==> src/rtl/pipe_hazard_sequencer_pkg.sv <==
`default_nettype none
// ============================================================================
// Module   : pipe_hazard_sequencer_pkg
// Brief    : Opcode constants and state encodings shared by the sequencer.
// Revision : 1.0 - initial release
// ============================================================================
package pipe_hazard_sequencer_pkg;

    localparam logic [3:0] OP_LOAD  = 4'b0000;
    localparam logic [3:0] OP_STOP  = 4'b0001;
    localparam logic [3:0] OP_STORE = 4'b0010;
    localparam logic [3:0] OP_ADD   = 4'b0100;
    localparam logic [3:0] OP_SUB   = 4'b0110;
    localparam logic [3:0] OP_NAND  = 4'b1000;
    localparam logic [3:0] OP_BZ    = 4'b0101;
    localparam logic [3:0] OP_BNZ   = 4'b1001;
    localparam logic [3:0] OP_BPZ   = 4'b1101;
    localparam logic [3:0] OP_NOP   = 4'b1010;

    // Shift is the single nibble 0011 (1011 is undefined); ori matches x111.
    localparam logic [3:0] OP_SHIFT_MASK = 4'b1111;
    localparam logic [3:0] OP_SHIFT_VAL  = 4'b0011;
    localparam logic [3:0] OP_ORI_MASK   = 4'b0111;
    localparam logic [3:0] OP_ORI_VAL    = 4'b0111;

    localparam logic [7:0] NOP_INSTR = 8'h0A;

    typedef enum logic [1:0] {
        ST_RUN   = 2'd0,
        ST_STALL = 2'd1,
        ST_FLUSH = 2'd2,
        ST_HALT  = 2'd3
    } state_t;

endpackage
`default_nettype wire

==> src/rtl/pipe_hazard_sequencer_instr_src_decode.sv <==
`default_nettype none
// ============================================================================
// Module   : instr_src_decode
// Brief    : Decodes which source registers an instruction reads, plus load/stop.
// Revision : 1.0 - initial release
// ============================================================================
module instr_src_decode
    import pipe_hazard_sequencer_pkg::*;
(
    input  logic [7:0] i_instr,
    output logic       o_reads_a,
    output logic       o_reads_b,
    output logic [1:0] o_src_a,
    output logic [1:0] o_src_b,
    output logic       o_is_load,
    output logic       o_is_stop
);

    logic [3:0] w_op;
    assign w_op = i_instr[3:0];

    always_comb begin
        o_reads_a = 1'b0;
        o_reads_b = 1'b0;
        o_src_a   = i_instr[7:6];
        o_src_b   = i_instr[5:4];
        o_is_load = 1'b0;
        o_is_stop = 1'b0;
        case (w_op)
            OP_ADD, OP_SUB, OP_NAND, OP_STORE: begin
                o_reads_a = 1'b1;
                o_reads_b = 1'b1;
            end
            OP_LOAD: begin
                o_reads_b = 1'b1;
                o_is_load = 1'b1;
            end
            OP_STOP: o_is_stop = 1'b1;
            default: ;
        endcase
        if ((w_op & OP_SHIFT_MASK) == OP_SHIFT_VAL) begin
            o_reads_a = 1'b1;
        end
        // ori implicitly reads r1 regardless of the Rx field
        if ((w_op & OP_ORI_MASK) == OP_ORI_VAL) begin
            o_reads_a = 1'b1;
            o_src_a   = 2'd1;
        end
    end

endmodule
`default_nettype wire

==> src/rtl/pipe_hazard_sequencer.sv <==
`default_nettype none
// ============================================================================
// Module   : pipe_hazard_sequencer
// Brief    : Load-use stall, branch flush and stop freeze control for the pipe.
// Revision : 1.0 - initial release
// ============================================================================
module pipe_hazard_sequencer
    import pipe_hazard_sequencer_pkg::*;
#(
    parameter int LOAD_STALL   = 1,
    parameter int FLUSH_CYCLES = 2,
    parameter int CNT_W        = 16
) (
    input  logic             clock,
    input  logic             reset,
    input  logic [7:0]       IR1Out,
    input  logic [7:0]       IR2Out,
    input  logic [7:0]       IR4Out,
    input  logic             branch_taken,
    output logic             PCWrite,
    output logic             IR1Load,
    output logic             IR1Nop,
    output logic             IR2Nop,
    output logic             Halted,
    output logic [CNT_W-1:0] BubbleCount
);

    localparam logic [1:0] c_STALL_INIT = 2'(LOAD_STALL - 1);
    localparam logic       c_FLUSH_IR2  = (FLUSH_CYCLES == 2);

    state_t             r_state, w_state_next;
    logic [1:0]         r_stall_cnt, w_stall_cnt_next;
    logic [1:0]         w_stall_dec;
    logic [CNT_W-1:0]   r_bubble_cnt;

    logic       w_d1_reads_a, w_d1_reads_b, w_d1_is_load, w_d1_is_stop;
    logic [1:0] w_d1_src_a, w_d1_src_b;
    logic       w_d2_reads_a, w_d2_reads_b, w_d2_is_load, w_d2_is_stop;
    logic [1:0] w_d2_src_a, w_d2_src_b;
    logic       w_d4_reads_a, w_d4_reads_b, w_d4_is_load, w_d4_is_stop;
    logic [1:0] w_d4_src_a, w_d4_src_b;
    logic       w_unused_ok;
    logic       w_run_like, w_hazard;

    instr_src_decode u_dec_ir1 (
        .i_instr   (IR1Out),
        .o_reads_a (w_d1_reads_a),
        .o_reads_b (w_d1_reads_b),
        .o_src_a   (w_d1_src_a),
        .o_src_b   (w_d1_src_b),
        .o_is_load (w_d1_is_load),
        .o_is_stop (w_d1_is_stop)
    );

    instr_src_decode u_dec_ir2 (
        .i_instr   (IR2Out),
        .o_reads_a (w_d2_reads_a),
        .o_reads_b (w_d2_reads_b),
        .o_src_a   (w_d2_src_a),
        .o_src_b   (w_d2_src_b),
        .o_is_load (w_d2_is_load),
        .o_is_stop (w_d2_is_stop)
    );

    instr_src_decode u_dec_ir4 (
        .i_instr   (IR4Out),
        .o_reads_a (w_d4_reads_a),
        .o_reads_b (w_d4_reads_b),
        .o_src_a   (w_d4_src_a),
        .o_src_b   (w_d4_src_b),
        .o_is_load (w_d4_is_load),
        .o_is_stop (w_d4_is_stop)
    );

    assign w_unused_ok = ^{w_d1_is_load, w_d1_is_stop, w_d2_reads_a, w_d2_reads_b,
                           w_d2_src_a, w_d2_src_b, w_d2_is_stop, w_d4_reads_a,
                           w_d4_reads_b, w_d4_src_a, w_d4_src_b, w_d4_is_load};

    // FLUSH behaves exactly like RUN; it only exists as a distinct register state.
    assign w_run_like = (r_state == ST_RUN) || (r_state == ST_FLUSH);
    assign w_hazard   = w_d2_is_load && w_run_like &&
                        ((w_d1_reads_a && (w_d1_src_a == IR2Out[7:6])) ||
                         (w_d1_reads_b && (w_d1_src_b == IR2Out[7:6])));
    assign w_stall_dec = r_stall_cnt - 2'd1;

    always_comb begin
        PCWrite          = 1'b1;
        IR1Load          = 1'b1;
        IR1Nop           = 1'b0;
        IR2Nop           = 1'b0;
        Halted           = 1'b0;
        w_state_next     = r_state;
        w_stall_cnt_next = r_stall_cnt;
        if (!reset) begin
            case (r_state)
                ST_HALT: begin
                    PCWrite = 1'b0;
                    IR1Load = 1'b0;
                    Halted  = 1'b1;
                end
                ST_STALL: begin
                    if (branch_taken) begin
                        IR1Nop           = 1'b1;
                        IR2Nop           = c_FLUSH_IR2;
                        w_state_next     = ST_FLUSH;
                        w_stall_cnt_next = 2'd0;
                    end else begin
                        PCWrite = 1'b0;
                        IR1Load = 1'b0;
                        IR2Nop  = 1'b1;
                        w_stall_cnt_next = w_stall_dec;
                        if (w_stall_dec == 2'd0) begin
                            w_state_next = ST_RUN;
                        end
                    end
                end
                default: begin
                    w_state_next = ST_RUN;
                    if (branch_taken) begin
                        IR1Nop       = 1'b1;
                        IR2Nop       = c_FLUSH_IR2;
                        w_state_next = ST_FLUSH;
                    end else if (w_hazard) begin
                        PCWrite = 1'b0;
                        IR1Load = 1'b0;
                        IR2Nop  = 1'b1;
                        if (LOAD_STALL > 1) begin
                            w_state_next     = ST_STALL;
                            w_stall_cnt_next = c_STALL_INIT;
                        end
                    end
                end
            endcase
            if (w_d4_is_stop && (r_state != ST_HALT)) begin
                w_state_next = ST_HALT;
            end
        end
    end

    always_ff @(posedge clock or posedge reset) begin
        if (reset) begin
            r_state     <= ST_RUN;
            r_stall_cnt <= 2'd0;
        end else begin
            r_state     <= w_state_next;
            r_stall_cnt <= w_stall_cnt_next;
        end
    end

    always_ff @(posedge clock or posedge reset) begin
        if (reset) begin
            r_bubble_cnt <= '0;
        end else if ((IR1Nop || IR2Nop) && !(&r_bubble_cnt)) begin
            r_bubble_cnt <= r_bubble_cnt + 1'b1;
        end
    end

    assign BubbleCount = r_bubble_cnt;

endmodule
`default_nettype wire

==> config.mk <==
export PLATFORM = sky130hd
export DESIGN_NAME = pipe_hazard_sequencer
export DESIGN_NICKNAME = d
export VERILOG_FILES = /design/src/rtl/pipe_hazard_sequencer_pkg.sv /design/src/rtl/pipe_hazard_sequencer_instr_src_decode.sv /design/src/rtl/pipe_hazard_sequencer.sv
export SDC_FILE = /design/constraint.sdc
export NUM_CORES = 1
export LEC_CHECK = 0
export BUFFER_PORTS_ARGS = -buffer_cell sky130_fd_sc_hd__buf_2
export CORE_MARGIN = 2
export CORE_UTILIZATION = 45
export DETAILED_ROUTE_END_ITERATION = 12
export GPL_ROUTABILITY_DRIVEN = 0
export PLACE_DENSITY = 0.74
export SETUP_SLACK_MARGIN = 0.3
export SLEW_MARGIN = 25
export SYNTH_ARGS = -nofsm -noshare
export SYNTH_HDL_FRONTEND = slang
export SYNTH_SLANG_ARGS = --single-unit
==> constraint.sdc <==
create_clock -name clock -period 2.1 [get_ports clock]
set_input_delay 0.105 -clock clock [delete_from_list [all_inputs] [get_ports clock]]
set_output_delay 0.105 -clock clock [all_outputs]
set_load 0.1 [all_outputs]
# After elaboration in Yosys (flattened, before gate mapping)
# Cells that the tools add are included.
# word_totals
reg_bits	20
latchBits	0
ramBits	0
rom_bits	0
input_bits	27
memories	0
# op_classes
n_addsub	2
mul	0
div	0
order_cmp	0
n_eq_ne	15
shift	0
mux	26
n_bitwise	1
reduce_logical	19
# op_table
cell	n
2-to-1 mux 1 bit	17
adder 16 x 1 -> 16 bit, second input constant	1
AND reduction 16 bit	1
2-to-1 mux 2 bit	6
== test 4 x 2 -> 1 bit, second input constant	2
== test 4 x 3 -> 1 bit, second input constant	2
logical NOT 4 bit	2
logical AND 1 bit	6
OR reduction 5 bit	1
== test 2 bit	2
== test 2 bit, second input constant	2
== test 4 x 1 -> 1 bit, second input constant	1
== test 4 bit, second input constant	1
logical NOT 2 bit	2
!= test 2 bit, second input constant	2
!= test 4 bit, second input constant	1
one-hot mux 1 bit (2 select lines)	2
one-hot mux 2 bit (2 select lines)	1
OR reduction 4 bit	1
== test 3 bit, second input constant	1
logical OR 1 bit	3
AND reduction 3 bit	1
== test 2 x 1 -> 1 bit, second input constant	1
AND reduction 2 bit	1
other kinds (3)	3

# Logic depth before layout (Yosys ltp)
# logic_depth
depth_word	14
mapped_depth	7

# Hierarchy
# A second synthesis with hierarchy kept.
# hier_totals
hier_cells	144
area_unflattened_um2	1382.6
# by_module_without_submodules
module	n_inst	cells_per_inst	area_per_inst_um2
pipe_hazard_sequencer	1	105	1112.3
instr_src_decode	3	13	90.1

# Least setup slack after synthesis
# OpenSTA, ideal clock, no wires.
# synth_timing
kind	input -> output
startpoint	input port IR2Out[1]
endpoint	output port IR2Nop
t_arrival_ns	2.493
required_ns	1.995
slack_ns	-0.498
path_stages	5
path_buffers	1
path_cell_list	nor4_4 nand4_2 o311ai_4 buf_6 nor2b_1
# synth_via
elab_chain_cells	8
# synth_rtl
item	line_no	source
start, declared	pipe_hazard_sequencer.sv:17	input logic [7:0] IR2Out,
logical NOT 4 bit	pipe_hazard_sequencer_instr_src_decode.sv:29	case (w_op)
2-to-1 mux 1 bit	pipe_hazard_sequencer_instr_src_decode.sv:29	
logical AND 1 bit (2 in a row)	pipe_hazard_sequencer.sv:81	assign w_hazard = w_d2_is_load && w_run_like &&
2-to-1 mux 1 bit	pipe_hazard_sequencer.sv:123	end else if (w_hazard) begin
2-to-1 mux 1 bit	pipe_hazard_sequencer.sv:119	if (branch_taken) begin
one-hot mux 1 bit (2 select lines)	pipe_hazard_sequencer.sv:95	case (r_state)
2-to-1 mux 1 bit	pipe_hazard_sequencer.sv:94	if (!reset) begin
end, declared	pipe_hazard_sequencer.sv:23	output logic IR2Nop,
# No other way between the ends.

# Final worst setup path
# layout_timing
startpoint	register r_bubble_cnt[8], in the netlist BubbleCount[8]
endpoint	register r_bubble_cnt[10], in the netlist BubbleCount[10]
# layout_via
elab_chain_cells	3
elab_cells_between_ends	4
# layout_rtl
item	line_no	source
start, declared	pipe_hazard_sequencer.sv:34	logic [CNT_W-1:0] r_bubble_cnt;
start signal, assigned	pipe_hazard_sequencer.sv:154	r_bubble_cnt <= r_bubble_cnt + 1'b1;
parallel branches: the longest is 3 deep, another holds adder 16 x 1 -> 16 bit	--	
# Parallel ways; which one is timed is not known.
# A chain may end at the register's enable or synchronous reset.

==> results.rst <==
.. list-table::
   :header-rows: 1

   * - Metric
     - Value
   * - DPL Wire Length
     - 2190 um
   * - Maximum clock rate
     - 560 MHz
   * - Post-synthesis to final-layout area growth
     - 50.8%
   * - Number of remaining DRC errors
     - 0
   * - Number of endpoints failing setup at the final stage
     - 0
   * - Row cnt
     - 18
   * - Worst Setup Start Kind
     - register
   * - Endpoint arrival time on the critical path
     - 2.01 ns
   * - Die outline width
     - 56.1 um
   * - Number of I/O port buffers
     - 41
   * - Total Routed Length
     - 3260 um
   * - Mean post-synth cell area
     - 9.70 um^2
   * - Number of global-route vias before repair
     - 1054
   * - Category of the critical setup timing path
     - register to register
   * - Final clock period utilization by the worst path
     - 0.850
   * - Clock-pin slew on the worst setup and hold paths
     - 0.12 ns
   * - First-pass GRT wire length
     - 4820 um
   * - Area of the die
     - 0.00315 mm^2
   * - Crit Path Max Fanout
     - 5
   * - Clock Tree Buf Depth
     - 2
   * - Post-layout nets
     - 218
   * - Worst skew pair latency
     - 0.31 ns
   * - Remaining global-route overflow
     - 0
   * - Top area cells in the synthesized netlist
     - sky130_fd_sc_hd__dfrtp_1, sky130_fd_sc_hd__xnor2_1, sky130_fd_sc_hd__nand3_1
   * - Final Skew
     - 0.00444 ns
   * - Clock root buffer master
     - sky130_fd_sc_hd__clkbuf_4
   * - Total area of multi-input combinational cells
     - 800 um^2
   * - Maximum number of pins on one net before global-route repair
     - 23
   * - First DRT Iteration DRCs
     - 47
   * - Result of the run
     - finished clean
   * - Clock tree from TritonCTS
     - yes
   * - Crit. End Element
     - register
   * - Ratio of total power to cell area
     - 997 mW/mm^2
   * - Static Leak
     - 0.788 nW
   * - Number of distinct library cells after synthesis
     - 36
   * - Synth top area share
     - 0.409
   * - Syn nets
     - 155
   * - Initial cell density of the core
     - 0.485
   * - Clock sinks
     - 20
   * - Syn Std Cell Area
     - 0.00122 mm^2
   * - Final-report max-slew violation count
     - 0
   * - Unrepaired setup endpoints after global routing
     - true
   * - Drt first pass iters
     - 4
   * - Total via count after detailed routing
     - 1213
   * - Core box area
     - 0.00252 mm^2
   * - Sequential share of the synthesized area
     - 0.409
   * - Post-synth ARST share
     - 1.00
   * - Post-route antenna net violation count
     - 0
   * - Final Power
     - 1.84 mW
   * - # IOs
     - 48
   * - Total negative setup slack
     - 0 ns
   * - Post-synthesis cell type with the largest combined area
     - sky130_fd_sc_hd__dfrtp_1
   * - EDFF count, synth
     - 0
   * - Inserted Diodes
     - 0
   * - Storage element area
     - 543 um^2
   * - Final Hold Viols
     - 0
   * - Antenna violations before repair
     - 0
   * - Max-cap viol count
     - 0
   * - Clock buffers created by TritonCTS
     - 3
   * - Die boundary height
     - 56.1 um
   * - Worst Tran Pin Value
     - 0.490 ns
   * - Wire length per cell
     - 15.0 um
   * - Dominant synthesized flop cell
     - sky130_fd_sc_hd__dfrtp_1
   * - Type of the tightest min-delay check
     - primary input to register
   * - Yosys reg bits
     - 20
   * - Final min period
     - 1.78 ns
   * - Vias/cell
     - 5.56
   * - Global-route usage over all layers
     - 0.190
   * - Data required time at the worst endpoint
     - 2.33 ns
   * - Relative slew slack
     - 0.676
   * - Instance count of the mapped netlist
     - 126
   * - Number of synthesis warnings
     - 0
   * - Max IR drop VDD
     - 1.01 mV
   * - Fillcell total
     - 182
   * - Most frequently used cell type in the post-synthesis netlist
     - sky130_fd_sc_hd__dfrtp_1
   * - Fraction of final layout cells with drive strength greater than 1
     - 0.569
   * - Cell types with the highest counts after synthesis
     - sky130_fd_sc_hd__dfrtp_1, sky130_fd_sc_hd__xnor2_1, sky130_fd_sc_hd__nand3_1
   * - H-tree levels
     - 1
[timing repair]
action                                  4_1_cts  5_1_grt
resized for setup                             2        8
endpoints found under the setup margin        6       11
hold endpoints to repair                     20        0
hold buffers                                  1        0
pin swaps                                     1        7
setup buffers                                 0       13
cloned                                        0        1
[power breakdown]
group	internal (mW)	switching, mW
Sequential	0.499	0.0899
Clock	0.106	0.127
Combinational	0.317	0.698
Total	0.922	0.915
[stage by stage]
step                      setup WS (ns)  cell area (um^2)  instances  hold slack (ns)   util
after floorplan                   0.170              1360        126            0.101      -
after global placement            0.315              1640        199            0.215  0.648
after detailed placement          0.287              1640        199            0.225  0.648
after CTS                         0.298              1690        204            0.135  0.672
after global routing              0.266              1840        218            0.157  0.731
final                             0.315              1840        218            0.148  0.731
[critical path, cell delays in order (launching register included)]
cell,delay [ns]
sky130_fd_sc_hd__dfrtp_4,0.52
sky130_fd_sc_hd__and4_4,0.20
sky130_fd_sc_hd__and3_4,0.19
sky130_fd_sc_hd__a41oi_4,0.33
sky130_fd_sc_hd__clkbuf_16,0.22
sky130_fd_sc_hd__nand3_2,0.07
sky130_fd_sc_hd__xnor2_1,0.17
[layout make-up]
type | instances | share of cell area
Inverter | 4 | 0.00815
Timing Repair Buffer | 61 | 0.223
Sequential cell | 20 | 0.295
Tap cell | 30 | 0.0204
Multi-Input combinational cell | 99 | 0.434
Clock buffer | 4 | 0.0197
[path summary, 6_finish.rpt]
path | from | slack (ns) | to | cells past startpoint
max | BubbleCount[8] | 0.32 | BubbleCount[10] | 6
min | branch_taken | 0.15 | r_state[1] | 3
max reg2reg | BubbleCount[8] | 0.32 | BubbleCount[10] | 6
min reg2reg | BubbleCount[13] | 0.50 | BubbleCount[13] | 1
max in group asynchronous | reset | 1.40 | BubbleCount[5] | 4
min in group asynchronous | reset | 0.44 | r_state[1] | 4
[metal layers]
metal	routed length, um	GRT usage
met1	1350	0.231
met5	0	0
met4	42	0.0510
met3	120	0.0233
met2	1740	0.350
[placed cells by master, fill, tap and decap left out, types with 5 or more instances in the layout]
| cell type | instances |
|---|---|
| sky130_fd_sc_hd__buf_2 | 38 |
| sky130_fd_sc_hd__buf_4 | 16 |
| sky130_fd_sc_hd__clkbuf_4 | 5 |
| sky130_fd_sc_hd__dfrtp_1 | 6 |
| sky130_fd_sc_hd__dfrtp_4 | 10 |
| sky130_fd_sc_hd__nand2_1 | 11 |
| sky130_fd_sc_hd__nand3_2 | 11 |
| sky130_fd_sc_hd__nor2_1 | 8 |
| sky130_fd_sc_hd__nor3_1 | 5 |
| sky130_fd_sc_hd__xnor2_1 | 16 |
[sequential cells by signal, indices dropped and copies added, names as in the netlist]
name	count
BubbleCount	16
r_stall_cnt	2
r_state	2
[kinds of logic after synthesis]
family | synth area share
AND/OR/NAND/NOR | 0.298
flip-flops | 0.409
XOR/XNOR | 0.122
AO/OA/AOI/OAI | 0.0952
buffers and inverters | 0.0338
multiplexers | 0.0215
adder cells (fa/ha/maj) | 0.0205
Note: power is estimated with default switching activity, not from simulation.
